<file path="src/rtl/trng_pkg.sv">
// Shared types and default constants for the TRNG post-processing block.
package trng_pkg;

  // Width of the assembled output word.
  localparam int unsigned BYTE_W = 8;

  // Default health-test and synchroniser settings.
  localparam int unsigned SYNC_STAGES_DEF = 2;
  localparam int unsigned RCT_CUTOFF_DEF  = 32;
  localparam int unsigned APT_WINDOW_DEF  = 512;
  localparam int unsigned APT_CUTOFF_DEF  = 400;

  // Von Neumann pair state: waiting for the first or the second bit of a pair.
  typedef enum logic {
    EMPTY      = 1'b0,
    HAVE_FIRST = 1'b1
  } pair_state_e;

endpackage

</file>
<file path="src/rtl/trng_sync.sv">
// Single-bit multi-flop synchroniser with asynchronous reset to 0.
module trng_sync #(
  parameter int unsigned STAGES = 2
) (
  input  logic clk,
  input  logic rst_n,
  input  logic d_i,
  output logic q_o
);

  logic [STAGES-1:0] sync_q;

  // Shift the asynchronous input through the flop chain.
  always_ff @(posedge clk or negedge rst_n) begin
    // NOTE: clocked state uses <= so every flop samples its pre-edge value.
    if (!rst_n) sync_q <= '0;
    else        sync_q <= {sync_q[STAGES-2:0], d_i};
  end

  assign q_o = sync_q[STAGES-1];

endmodule

</file>
<file path="src/rtl/trng_postproc.sv">
// TRNG post-processor: input synchronisation, sample strobe, repetition-count
// health test, von Neumann de-biasing, byte packing and a valid/ready output.
// Optional adaptive proportion test enabled by defining TRNG_APT_EN.
module trng_postproc
  import trng_pkg::*;
#(
  parameter int unsigned SYNC_STAGES = SYNC_STAGES_DEF,
  parameter int unsigned RCT_CUTOFF  = RCT_CUTOFF_DEF
`ifdef TRNG_APT_EN
  ,
  parameter int unsigned APT_WINDOW  = APT_WINDOW_DEF,
  parameter int unsigned APT_CUTOFF  = APT_CUTOFF_DEF
`endif
) (
  input  logic              clk,
  input  logic              rst_n,
  input  logic              enable,
  input  logic              raw_bit,
  input  logic              sample_clk,
  input  logic              clear_err,
  output logic [BYTE_W-1:0] data_out,
  output logic              data_valid,
  input  logic              data_ready,
  output logic              health_fail,
  output logic              overrun
);

  localparam int unsigned RCT_W = $clog2(RCT_CUTOFF + 1);
  localparam int unsigned CNT_W = $clog2(BYTE_W);

  logic raw_sync, sclk_sync;

  trng_sync #(.STAGES(SYNC_STAGES)) u_sync_raw (
    .clk(clk), .rst_n(rst_n), .d_i(raw_bit), .q_o(raw_sync)
  );
  trng_sync #(.STAGES(SYNC_STAGES)) u_sync_sclk (
    .clk(clk), .rst_n(rst_n), .d_i(sample_clk), .q_o(sclk_sync)
  );

  logic sclk_prev_q, samp_stb_q, samp_bit_q, stb;
  logic health_fail_q, overrun_q, data_valid_q;
  logic [BYTE_W-1:0] data_out_q;

  // Rising-edge detect on the synced sample clock; capture the raw bit with it.
  always_ff @(posedge clk or negedge rst_n) begin
    if (!rst_n) begin
      sclk_prev_q <= 1'b0;
      samp_stb_q  <= 1'b0;
      samp_bit_q  <= 1'b0;
    end else begin
      sclk_prev_q <= sclk_sync;
      samp_stb_q  <= enable & sclk_sync & ~sclk_prev_q;
      if (sclk_sync && !sclk_prev_q) samp_bit_q <= raw_sync;
    end
  end

  // A strobe already in flight when enable drops is ignored.
  assign stb = samp_stb_q & enable;

  // ---------------- Repetition count test ----------------
  logic [RCT_W-1:0] rct_cnt_q, rct_cnt_d;
  logic             prev_bit_q, rct_trip;

  // Next RCT count; a zero count marks the first sample after reset/enable/clear.
  always_comb begin
    // NOTE: every output of a combinational block gets a default first, so no latch is inferred.
    rct_cnt_d = rct_cnt_q;
    rct_trip  = 1'b0;
    if (stb) begin
      if (rct_cnt_q == '0 || samp_bit_q != prev_bit_q) rct_cnt_d = RCT_W'(1);
      else if (rct_cnt_q != RCT_W'(RCT_CUTOFF))        rct_cnt_d = rct_cnt_q + 1'b1;
      rct_trip = (rct_cnt_d == RCT_W'(RCT_CUTOFF));
    end
    if (!enable || clear_err) rct_cnt_d = '0;
  end

  // RCT counter and previous-sample registers.
  always_ff @(posedge clk or negedge rst_n) begin
    if (!rst_n) begin
      rct_cnt_q  <= '0;
      prev_bit_q <= 1'b0;
    end else begin
      rct_cnt_q <= rct_cnt_d;
      if (stb) prev_bit_q <= samp_bit_q;
    end
  end

  // ---------------- Adaptive proportion test (optional) ----------------
  logic apt_trip;
`ifdef TRNG_APT_EN
  localparam int unsigned APT_W = $clog2(APT_WINDOW + 1);
  logic [APT_W-1:0] apt_n_q, apt_n_d, apt_m_q, apt_m_d;
  logic             apt_ref_q, apt_ref_d;

  // Window bookkeeping: the first sample sets the reference, the rest are matched.
  always_comb begin
    apt_n_d   = apt_n_q;
    apt_m_d   = apt_m_q;
    apt_ref_d = apt_ref_q;
    apt_trip  = 1'b0;
    if (stb) begin
      if (apt_n_q == '0) begin
        apt_ref_d = samp_bit_q;
        apt_n_d   = APT_W'(1);
        apt_m_d   = APT_W'(1);
      end else begin
        apt_n_d = apt_n_q + 1'b1;
        apt_m_d = apt_m_q + APT_W'(samp_bit_q == apt_ref_q);
      end
      apt_trip = (apt_m_d >= APT_W'(APT_CUTOFF));
      if (apt_n_d == APT_W'(APT_WINDOW)) apt_n_d = '0;
    end
    if (!enable || clear_err) begin
      apt_n_d = '0;
      apt_m_d = '0;
    end
  end

  // APT window registers.
  always_ff @(posedge clk or negedge rst_n) begin
    if (!rst_n) begin
      apt_n_q   <= '0;
      apt_m_q   <= '0;
      apt_ref_q <= 1'b0;
    end else begin
      apt_n_q   <= apt_n_d;
      apt_m_q   <= apt_m_d;
      apt_ref_q <= apt_ref_d;
    end
  end
`else
  assign apt_trip = 1'b0;
`endif

  // ---------------- Von Neumann pair FSM ----------------
  pair_state_e state_q, state_d;
  logic        first_q, first_d, emit, emit_bit;

  // Pair next-state: unequal pairs emit their first bit, equal pairs emit nothing.
  always_comb begin
    state_d  = state_q;
    first_d  = first_q;
    emit     = 1'b0;
    emit_bit = first_q;
    case (state_q)
      EMPTY: if (stb) begin
        first_d = samp_bit_q;
        state_d = HAVE_FIRST;
      end
      HAVE_FIRST: if (stb) begin
        emit    = (first_q != samp_bit_q);
        state_d = EMPTY;
      end
    endcase
    if (!enable) state_d = EMPTY;
  end

  // Pair state register.
  always_ff @(posedge clk or negedge rst_n) begin
    if (!rst_n) begin
      state_q <= EMPTY;
      first_q <= 1'b0;
    end else begin
      state_q <= state_d;
      first_q <= first_d;
    end
  end

  // ---------------- Byte assembly ----------------
  logic [CNT_W-1:0]  bit_cnt_q;
  logic [BYTE_W-1:0] shreg_q, byte_full;
  logic              accept, byte_done, load, drop;

  assign accept    = emit & ~health_fail_q;
  assign byte_done = accept & (bit_cnt_q == CNT_W'(BYTE_W - 1));
  assign load      = byte_done & (~data_valid_q | data_ready);
  assign drop      = byte_done & data_valid_q & ~data_ready;

  // Current partial byte with the emitted bit dropped into position bit_cnt.
  always_comb begin
    byte_full            = shreg_q;
    byte_full[bit_cnt_q] = emit_bit;
  end

  // Partial-byte register and bit position; disabling discards the partial byte.
  always_ff @(posedge clk or negedge rst_n) begin
    if (!rst_n) begin
      shreg_q   <= '0;
      bit_cnt_q <= '0;
    end else if (!enable) begin
      shreg_q   <= '0;
      bit_cnt_q <= '0;
    end else if (accept) begin
      shreg_q   <= byte_full;
      bit_cnt_q <= bit_cnt_q + 1'b1;
    end
  end

  // Output holding register with valid/ready handshake.
  always_ff @(posedge clk or negedge rst_n) begin
    if (!rst_n) begin
      data_out_q   <= '0;
      data_valid_q <= 1'b0;
    end else if (load) begin
      data_out_q   <= byte_full;
      data_valid_q <= 1'b1;
    end else if (data_valid_q && data_ready) begin
      data_valid_q <= 1'b0;
    end
  end

  // Sticky flags; clear_err wins over a simultaneous set.
  always_ff @(posedge clk or negedge rst_n) begin
    if (!rst_n) begin
      health_fail_q <= 1'b0;
      overrun_q     <= 1'b0;
    end else if (clear_err) begin
      health_fail_q <= 1'b0;
      overrun_q     <= 1'b0;
    end else begin
      if (rct_trip || apt_trip) health_fail_q <= 1'b1;
      if (drop)                 overrun_q     <= 1'b1;
    end
  end

  assign data_out    = data_out_q;
  assign data_valid  = data_valid_q;
  assign health_fail = health_fail_q;
  assign overrun     = overrun_q;

endmodule
</file>
<file path="config.mk">
export PLATFORM = sky130hd
export DESIGN_NAME = trng_postproc
export DESIGN_NICKNAME = d
export VERILOG_FILES = /design/src/rtl/trng_pkg.sv /design/src/rtl/trng_sync.sv /design/src/rtl/trng_postproc.sv
export SDC_FILE = /design/constraint.sdc
export NUM_CORES = 1
export LEC_CHECK = 0
export ABC_AREA = 1
export CORE_MARGIN = 5
export CORE_UTILIZATION = 50
export CTS_CLUSTER_SIZE = 16
export DETAILED_ROUTE_END_ITERATION = 12
export MAX_ROUTING_LAYER = met4
export PLACE_DENSITY = 0.74
export SLEW_MARGIN = 20
export SYNTH_ARGS = -nofsm -noshare
export SYNTH_HDL_FRONTEND = slang
export SYNTH_SLANG_ARGS = --single-unit
</file>
<file path="constraint.sdc">
create_clock -name clk -period 1.48 [get_ports clk]
set_clock_uncertainty 0.15 [all_clocks]
set_input_delay 0.296 -clock clk [delete_from_list [all_inputs] [get_ports clk]]
set_output_delay 0.296 -clock clk [all_outputs]
set_load 0.05 [all_outputs]
</file>
======== Word-level counts from Yosys, hierarchy flattened ========
Index checks and enable logic that the tools add are counted.
word-level totals
  flip-flop bits (word level) ............. 38
  output and inout bits ................... 11
operators by class
  add/sub/neg operators ................... 2
  magnitude comparators ................... 2
  eq/ne operators ......................... 6
  mux-type cells .......................... 25
  bitwise logic cells ..................... 14
  reductions and logical operators ........ 13
operators with widths
  kind                                                                          number
  6-bit two-way mux                                                             5
  8-bit two-way mux                                                             2
  1-bit two-way mux                                                             13
  1-bit AND                                                                     8
  8-bit bitwise mux                                                             1
  2-bit nonzero test                                                            4
  6-bit by 1-bit adder with 6-bit output, second input constant                 1
  6-bit == test, second input constant                                          1
  6-bit zero test                                                               1
  3-bit two-way mux                                                             2
  6-bit inequality test, second input constant                                  1
  1-bit inverter                                                                5
  3-bit by 4-bit less-than comparator with 1-bit output, second input constant  1
  3-bit by 1-bit adder with 3-bit output, second input constant                 1
  1-bit demux with 3-bit select                                                 1
  3-bit == test, second input constant                                          1
  3-bit by 1-bit >= comparator with 1-bit output, second input constant         1
  1-bit logical AND                                                             3
  1-bit zero test                                                               2
  1-bit logical OR                                                              2
  1-bit inequality test                                                         2
  2-bit by 1-bit inequality test with 1-bit output, second input constant       1
  1-bit case mux with 2 select lines                                            1
  2-bit AND reduction                                                           1
  1-bit OR                                                                      1

======== Logic depth before layout (Yosys ltp) ========
  depth after elaboration ................. 9
  mapped depth ............................ 10

======== Cells and area by module ========
A second synthesis with hierarchy kept.
unflattened totals
  cells, all modules ...................... 214
  area total of the unflattened synthesis .. 1813.0 um2
by module, submodules not included
  module         times used  cells an instance  area each (um2)  sequential area each (um2)
  trng_postproc  1           210                1712.9           850.8
  trng_sync      2           2                  50.0             50.0

======== Worst setup path before layout ========
No wires, ideal clock.
  kind .................................... register -> register
  start point ............................. register health_fail_q (netlist: health_fail)
  end point ............................... register data_out_q[7] (netlist: data_out[7])
  setup time .............................. 0.073 ns
  data arrival time ....................... 1.388 ns
  path slack .............................. -0.131 ns
  cell stages (with the launch flop) ...... 7
  clock period less this slack ............ 1.611 ns
  path through ............................ dfrtp_1 inv_1 nand3_4 nor3_4 buf_6 nor2_2 a21oi_2
on the way
  longest elaborated chain between the ends .. 4
RTL lines
  element                 line                  RTL
  start, declared         trng_postproc.sv:41   logic health_fail_q, overrun_q, data_valid_q;
  start signal, assigned  trng_postproc.sv:215  health_fail_q <= 1'b0;
  start signal, assigned  trng_postproc.sv:218  health_fail_q <= 1'b0;
  start signal, assigned  trng_postproc.sv:221  if (rct_trip || apt_trip) health_fail_q <= 1'b1;
  1-bit inverter          trng_postproc.sv:174  assign accept = emit & ~health_fail_q;
  1-bit AND               trng_postproc.sv:174
  1-bit AND               trng_postproc.sv:175  assign byte_done = accept & (bit_cnt_q == CNT_W'(BYTE_W - 1));
  1-bit AND               trng_postproc.sv:176  assign load = byte_done & (~data_valid_q | data_ready);
  end signal, assigned    trng_postproc.sv:205  data_out_q <= byte_full;
  end, declared           trng_postproc.sv:42   logic [BYTE_W-1:0] data_out_q;
Every way passes these cells.
A chain may end at the register's enable or synchronous reset.

======== Worst setup path in the final report ========
  start point ............................. register rct_cnt_q[0]
  end point ............................... register health_fail_q (netlist: health_fail)
on the way
  longest elaborated chain between the ends .. 7
  elaborated cells on any way between the ends .. 10
RTL lines
  element                                                               line                                      RTL
  start, declared                                                       trng_postproc.sv:61                       logic [RCT_W-1:0] rct_cnt_q, rct_cnt_d;
  start signal, assigned                                                trng_postproc.sv:83                       rct_cnt_q <= rct_cnt_d;
  6-bit by 1-bit adder with 6-bit output, or another cell as far along  trng_postproc.sv:71                       else if (rct_cnt_q != RCT_W'(RCT_CUTOFF)) rct_cnt_d = rct_cnt_q + 1'b1;
  6-bit two-way mux or 1-bit logical OR (tied branches)                 trng_postproc.sv:71, trng_postproc.sv:70
  6-bit two-way mux (*)                                                 trng_postproc.sv:70                       if (rct_cnt_q == '0 || samp_bit_q != prev_bit_q) rct_cnt_d = RCT_W'(1);
  6-bit two-way mux (*)                                                 trng_postproc.sv:69                       if (stb) begin
  6-bit == test (*)                                                     trng_postproc.sv:72                       rct_trip = (rct_cnt_d == RCT_W'(RCT_CUTOFF));
  1-bit two-way mux (*)                                                 trng_postproc.sv:69
  2-bit nonzero test (no source line) (*)                               --
Mark *: on every way between the ends. The rest lies on a longest branch, timed or not. The select of a mux whose other input is x is not followed.

==> flow_metrics.env <==
export IMPL_hold_path_end="u_sync_sclk.sync_q[1]"
export IMPL_gr_total_overflow=0
export IMPL_syn_num_nets=219
export IMPL_seq_area_frac_synth_pct=53.30
export IMPL_worstSkewPairLatency_ns=0.34
export IMPL_crit_required_ns=1.58
export IMPL_coreArea_sq_um=3390
export IMPL_start_kind="flop"
export IMPL_cpLargestDelayFamily="flip-flops"
export IMPL_vias=1532
export IMPL_crit_chain="ha_2, nand3_1, xor2_1, nand2_2, nand2_1, nor2_1, nand2_1, a21oi_2"
export IMPL_first_pass_iters=4
export IMPL_grt_pass1_vias=1458
export IMPL_cts_clk_slew_worst_paths_ns=0.11
export IMPL_critPathKind="reg -> reg"
export IMPL_peakVddDrop_v=0.0006762
export IMPL_dpl_cell_count=292
export IMPL_cts_root_buf="clkbuf_4"
export IMPL_final_nets=269
export IMPL_dpl_hpwl_mm=2.651
export IMPL_setup_ws_ns=-0.1273
export IMPL_fillCellCount=218
export IMPL_numCtsBuffers=5
export IMPL_reg2regPathDepth=8
export IMPL_cts_sinks=38
export IMPL_initial_core_util_pct=52.64
export IMPL_timing_fmax_mhz=622.1
export IMPL_cp_common_cell="nand2_1"
export IMPL_ant_nets=0
export IMPL_violations="negative setup slack"
export IMPL_power_frac_seq_pct=59.9
export IMPL_period_minus_slack_ns=1.607
export IMPL_outcome="complete, but fails checks"
export IMPL_hp_start="u_sync_sclk.sync_q[0]"
export IMPL_diodes=0
export IMPL_grt_start_max_net_pins=39
export IMPL_die_h_microns=69.74
export IMPL_area_growth_pct=45.72
export IMPL_finalCritPeriodShare_pct=108.6
export IMPL_wire_per_inst_microns=12.53
export IMPL_timing_rr_start="rct_cnt_q[0]"
export IMPL_slew_viol_final=0
export IMPL_p_comb_share_pct=10.1
export IMPL_multi_input_area_sq_um=877.1
export IMPL_cp_num_buf_inv=0
export IMPL_cp_arrival_ns=1.71
export IMPL_ios=18
export IMPL_viasPerCell=5.039
export IMPL_slowest_stage="dfrtp_1"
export IMPL_io_buffers=17
export IMPL_r2r_end="health_fail"
export IMPL_p_sw_uw=438.5
export IMPL_route_detailed_drc=0
export IMPL_die_width_microns=69.74
export IMPL_synth_cells=207
export IMPL_clkPwrFrac_pct=30.0
export IMPL_regArea_sq_um=953.4
export IMPL_hold_path_class="reg -> reg"
export IMPL_synth_area_sq_um=1784
export IMPL_finalWirelength_mm=3.809
export IMPL_antenna_found_initial=0
export IMPL_die_area_sq_um=4863
export IMPL_avgSynthCellArea_sq_um=8.619
export IMPL_max_slew_worst_pin_slew_ns=0.2877
export IMPL_cp_max_fo=3
export IMPL_gp_congestion=0.8803
export IMPL_hold_viol=0
export IMPL_r2r_setup_slack_ns=-0.13
export IMPL_ys_ff_latch=38
export IMPL_cap_violations=0
export IMPL_setup_viol=10
export IMPL_hold_depth=0
export IMPL_end_kind="flop"
export IMPL_cts_buffer_depth=2
export IMPL_drt_iter0_markers=94
export IMPL_yosysWarningCount=0
export IMPL_layoutNonFillerInstCount=304
export IMPL_cts_htree_levels=2
export IMPL_cts_tree="yes"
export IMPL_p_int_mw=1.376
export IMPL_track_usage_pct=17.60
export IMPL_yosysUniqueCellTypes=20
export IMPL_slew_headroom_pct=80.80
export IMPL_power_mw=1.814
export IMPL_drive_gt1_share_pct=34.88
export IMPL_rsz0062_at_grt="true"
export IMPL_grt_pass1_wl_mm=6.658
export IMPL_cpPeakStageDelay_ns=0.42
export IMPL_cellLeakagePower_nw=1.168
export IMPL_rows=21
export IMPL_swShare_pct=24.17
export IMPL_power_density_nw_per_um2=697.7
-- kinds of logic (layout without fill, tap and decap cells) --
group | count (synthesis) | count (layout) | share of synthesized area (%)
compound gates | 38 | 38 | 11.29
xor+xnor | 4 | 4 | 1.964
fa+ha+maj | 5 | 5 | 3.506
buf+inv | 31 | 82 | 7.012
flops | 38 | 38 | 53.30
simple gates | 91 | 91 | 22.93
-- layout by cell type (no fill, tap or decap), types with 2 or more instances in the layout --
master	count
buf_6	4
inv_1	20
nor2_2	4
clkbuf_4	5
o22ai_2	3
buf_12	13
a21oi_1	7
dfrtp_2	2
nand3_1	20
clkdlybuf4s50_1	5
nand4_1	2
xor2_1	2
buf_4	22
o21ai_1	6
ha_2	2
inv_2	5
nand2_2	6
nor2_4	3
ha_4	2
nand3_2	3
nor2_1	15
nand3_4	3
dfrtp_1	36
o21ai_0	16
o22ai_1	2
a21oi_2	2
nand2_1	33
-- registers in the layout, indices dropped and copies added (netlist names) --
signal	count
data_out	8
samp_stb_q	1
emit_bit	1
sclk_prev_q	1
rct_cnt_q	6
overrun	1
state_q	1
health_fail	1
prev_bit_q	1
data_valid	1
u_sync_sclk.sync_q	2
samp_bit_q	1
bit_cnt_q	3
shreg_q	8
u_sync_raw.sync_q	2
-- through the flow --
| stage | cell area (sq um) | setup WS [ns] | TNS (ns) | hold slack, ns | util [%] |
|---|---|---|---|---|---|
| 3_5_place_dp | 2326 | -0.3555 | -7.753 | 0.1242 | 68.62 |
| 3_3_place_gp | 2326 | -0.3177 | -6.923 | 0.1242 | 68.62 |
| 5_1_grt | 2600 | -0.2039 | -1.663 | 0.2202 | 76.71 |
| 6_report | 2600 | -0.1273 | -0.5498 | 0.2099 | 76.71 |
| 2_1_floorplan | 1800 | -0.07788 | -0.4134 | -0.1496 | - |
| 4_1_cts | 2456 | -0.1054 | -0.2720 | 0.2152 | 72.46 |
-- Yosys cell counts --
master / instances / area share, %
inv_1: 28 / 5.9
buf_2: 1 / 0.28
nor2_1: 20 / 4.2
nand3_4: 1 / 0.98
buf_1: 1 / 0.21
xor2_1: 2 / 0.98
a21oi_2: 1 / 0.49
a21oi_1: 8 / 2.2
nor3_4: 1 / 0.91
nand2_1: 40 / 8.4
nand4_1: 2 / 0.70
a31oi_1: 1 / 0.35
o21ai_0: 23 / 6.5
dfrtp_1: 38 / 53
nor2_2: 2 / 0.70
o22ai_1: 5 / 1.8
buf_6: 1 / 0.63
ha_1: 5 / 3.5
xnor2_1: 2 / 0.98
nand3_1: 25 / 7.0
-- timing repair --
item	CTS	global route
hold endpoints to repair	38	0
pin swaps	7	11
hold buffers	1	0
setup buffers	1	2
resized for setup	16	38
endpoints found under the setup margin	16	24
-- worst max-delay path by stage --
stage                       from     endpoint  slack, ns  depth (start not counted)
floorplan           bit_cnt_q[1]  data_out[7]      -0.08                          7
global placement          enable  data_out[3]      -0.32                          8
detailed placement        enable  data_out[4]      -0.36                          8
CTS                 rct_cnt_q[1]  health_fail      -0.11                         10
global route        rct_cnt_q[1]  health_fail      -0.20                          8
finish              rct_cnt_q[0]  health_fail      -0.13                          8
-- cell type report --
class | count | share of cell area (%)
flip-flops and latches | 38 | 36.67
multi-input cells | 138 | 33.73
repair buffers | 46 | 20.60
inverters | 28 | 4.475
well taps | 46 | 2.214
clock buffers | 7 | 2.117
clock inverters | 1 | 0.1925
-- power groups by stage --
stage | logic (mW) | registers (mW) | clock network (mW)
finish | 0.182 | 1.09 | 0.545
floorplan | 0.0702 | 1.10 | 0
global route | 0.207 | 1.09 | 0.619
global placement | 0.156 | 1.10 | 0
detailed placement | 0.159 | 1.10 | 0
CTS | 0.165 | 1.08 | 0.565
-- layer usage --
| metal | GRT usage, % | wire (microns) | vias to the layer above |
|---|---|---|---|
| li1 | - | - | 782 |
| met1 | 22.35 | 1730 | 703 |
| met2 | 27.22 | 1799 | 34 |
| met3 | 4.638 | 165 | 13 |
| met4 | 6.383 | 114 | 0 |
| met5 | - | 0 | - |
Note: power is estimated with default switching activity, not from simulation.
==> edit 1: new RTL, same flow settings <==
Build with the macro `TRNG_APT_EN` defined.
--- a/src/rtl/trng_postproc.sv
+++ b/src/rtl/trng_postproc.sv
@@ -3,2 +3,4 @@
 // Optional adaptive proportion test enabled by defining TRNG_APT_EN.
+`define TRNG_APT_EN
+
 module trng_postproc
Formal check against the unedited RTL: no difference found for any inputs over 10 cycles, from zero or initial values and one cycle with rst_n low; that may be too few to reach the edited logic, so the function may still have changed.
==> edit 1 against the original RTL <==
Sequential cell count is 21 higher; highest routed layer unchanged; first-iteration DRC count rose to 2.7 times the old value; area after synthesis is 72% higher; largest power group is now clock; the run still ends with negative setup slack left; design area is 92% higher; setup slack lost 490 ps; count of clock-buffer cells in the layout up 4; maximum frequency fell by 23%; routed wire length grew to 2.9 times the old value; power rose by 120%.
==> edit 1: results (changes against the original RTL) <==
detail_route.wirelength.met1_um: 4370  # was 1730 µm
nNonClkBuffers: 108  # was 46
use_met1_pct: 30.6  # was 22.3%
seq_cell_count: 59  # was 38
clock-root-buffer: "clkbuf_8"  # was clkbuf_4
clkbuf_count: 11  # was 7
met3_length_um: 612  # was 165 µm
ir_worst_vdd_mv: 0.763  # was 0.676 mV
setup_violations: 44  # was 10
syn-num-nets: 393  # was 219
pg_comb_mw: 0.501  # was 0.182 mW
ys_types: 25  # was 20
grt_pass1_wl_um: 15800  # was 6660 µm
avgRoutedWirePerCell_um: 19.6  # was 12.5 µm
multi_input_gates: 260  # was 138
place_hpwl_um: 5380  # was 2650 µm
dr.pass1.iters: 7  # was 4
clk_latency_ps: 360  # was 340 ps
drive_above_1_share_pct: 43.6  # was 34.9%
n_all_inverters: 52  # was 28
clkPwrFrac_pct: 44.8  # was 30.0%
hold-path-endpoint: "overrun"  # was u_sync_sclk.sync_q[1]
status: "finished with violations"  # unchanged
area_share_nonclk_buffers_pct: 22.1  # was 20.6%
crit_start: "samp_bit_q"  # was rct_cnt_q[0]
met2WireLength_um: 5700  # was 1800 µm
timing.hold.ws_ps: 157  # was 210 ps
violations: "negative setup slack"  # unchanged
cp_top_family: "simple AND/OR/NAND/NOR gates"  # was flip-flops
gr-usage-met3_pct: 6.80  # was 4.64%
fillers: 292  # was 218
hp-class: "input pin to flop"  # was flop to flop
setup_slack_ps: -618  # was -127 ps
tightest_slew_ps: 317  # was 288 ps
-- edit 1: metrics by stage --
step / instance area, µm² / util, % / setup WS (ps) / power, mW / std cells
detailed placement: 4020 / 67.6 / -475 / 2.07 / 534
CTS: 4600 / 77.2 / -387 / 3.85 / 559
finish: 4980 / 83.7 / -618 / 3.99 / 570
floorplan: 3110 / - / -358 / 1.88 / 376
global placement: 4020 / 67.6 / -424 / 2.06 / 534
global route: 4980 / 83.7 / -769 / 4.10 / 570
-- edit 1: worst register-to-register path, cell delays in order (launching register included) --
cell and delay (ps):
dfrtp_1 430, xnor2_2 220, ha_2 210, nand3_2 150, inv_4 120, nand3_4 90
o21ai_0 250, nand3_1 130, o21ai_0 110, inv_1 90, nand2_1 80
-- edit 1: cell families after synthesis --
group / Yosys count / synth area share (%)
simple gates: 174 / 24.6
compound gates: 66 / 12.9
flops: 59 / 48.1
buf+inv: 57 / 7.43
xor+xnor: 10 / 2.86
fa+ha+maj: 10 / 4.08
==> edit 2: new RTL, same settings <==
Made on the original files. Put one more register stage on the output `overrun`, without a reset. The value now appears one clock later. The other outputs are not delayed to match.
--- a/src/rtl/trng_postproc.sv
+++ b/src/rtl/trng_postproc.sv
@@ -228,3 +228,5 @@
   assign health_fail = health_fail_q;
-  assign overrun     = overrun_q;
+  always_ff @(posedge clk) begin
+    overrun <= overrun_q;
+  end
 
Check against the original RTL: no difference found for any inputs over 10 cycles, from zero or initial values and one cycle with rst_n low; that may be too few to reach the edited logic, so the function may still have changed.
==> edit 2 against the original RTL <==
The flow still finishes with violations (negative setup slack); routed wire length increased by 24%; area after synthesis is 1.1% higher; sequential cell count up 1; count of clock-buffer cells in the layout up 1; power is 0.86% higher; worst hold slack about the same; setup slack got worse by 89 ps; design area grew 5.1%; critical path type unchanged; largest power group unchanged; highest routed layer unchanged.
==> edit 2: results (changes against the original RTL) <==
ir_worst_vdd_mv: 0.762  # was 0.676 mV
drive_above_1_share_pct: 42.9  # was 34.9%
start_kind: "flop"  # unchanged
tightest_slew_ps: 431  # was 288 ps
violations: "negative setup slack"  # unchanged
fillers: 210  # was 218
place_hpwl_um: 2840  # was 2650 µm
place_area_um2: 2340  # was 2330 µm²
grt_start_max_net_pins: 22  # was 39
io_buffers: 17  # unchanged
drt_iter0_drc: 118  # was 94
drt_wl_total_um: 4740  # was 3810 µm
cp_top_family: "simple AND/OR/NAND/NOR gates"  # was flip-flops
grt_pass1_vias: 1654  # was 1458
r2r-start: "rct_cnt_q[1]"  # was rct_cnt_q[0]
nets: 277  # was 269
setup_slack_ps: -216  # was -127 ps
fin_cells: 312  # was 304
crit_arrival_ps: 1820  # was 1710 ps
status: "finished with violations"  # unchanged
power.leakage_nw: 1.22  # was 1.17 nW
ys_types: 21  # was 20
setup_violations: 13  # was 10
vias: 1655  # was 1532
place_congestion: 0.853  # was 0.880
synth_seq_area_share_pct: 53.8  # was 53.3%
cts_resized: 25  # was 16
dr.pass1.iters: 5  # was 4
cts_buffer_depth: 2  # unchanged
crit_slowest_cell: "dfrtp_1"  # unchanged
track_usage_pct: 19.9  # was 17.6%
avgSynthCellArea_um2: 8.67  # was 8.62 µm²
synthTopCellsByArea: "dfrtp_1 (53%), nand2_1 (8.3%), nand3_1 (6.9%)"  # was dfrtp_1 (53%), nand2_1 (8.4%), nand3_1 (7.0%)
post-cts-setup-buffers: 9  # was 1
crit_end: "health_fail"  # unchanged
path_clk_slew_ps: 100
syn-num-nets: 220  # was 219
grt_pass1_wl_um: 7620  # was 6660 µm
ys_async_sr_fraction_pct: 97.4  # was 100%
r2r_cells: 8  # unchanged
critPathMaxStageDelay_ps: 430
yosys_warnings: 0  # unchanged
edit 2: changes by cell type after synthesis:
| cell | unedited run | this run |
|---|---|---|
| dfxtp_1 | 0 | 1 |
edit 2: cells by family (layout without fill, tap and decap cells):
family                   after synthesis  in the layout  synth area share [%]
AO/OA/AOI/OAI                         38             38                  11.2
XOR/XNOR                               4              4                  1.94
AND/OR/NAND/NOR                       91             91                  22.7
flip-flops                            39             39                  53.8
buffers and inverters                 31             89                  6.93
adder cells (fa/ha/maj)                5              5                  3.47
edit 2: where the power goes:
part | total, mW | switching [mW] | internal, mW
Combinational | 0.204 | 0.122 | 0.0819
Sequential | 1.11 | 0.0207 | 1.09
Clock | 0.513 | 0.324 | 0.189
edit 2: metal layers:
metal  GRT usage (%)  share of wire, %  vias to the layer above
li1                -                 -                      796
met1            24.7                40                      792
met2            31.5                53                       56
met3            5.16               5.1                       11
met4            7.45               1.6                        0
met5               -                 0                        -
edit 2: metrics by stage:
| step | utilization, % | setup TNS, ps | hold slack (ps) | total power, mW | setup slack (ps) |
|---|---|---|---|---|---|
| after floorplan | - | -413 | -150 | 1.20 | -77.9 |
| after detailed placement | 68.5 | -7940 | 109 | 1.29 | -363 |
| after global placement | 68.5 | -7060 | 106 | 1.28 | -315 |
| after global routing | 80.0 | -2340 | 213 | 1.93 | -281 |
| final | 80.0 | -1020 | 210 | 1.83 | -216 |
| after CTS | 75.2 | -516 | 214 | 1.81 | -87.6 |
edit 2: layout make-up:
type | count | area share [%]
Multi-Input combinational cell | 138 | 34.7
Clock buffer | 8 | 1.78
Timing Repair Buffer | 53 | 21.3
Inverter | 28 | 4.49
Sequential cell | 39 | 35.6
Tap cell | 46 | 2.11
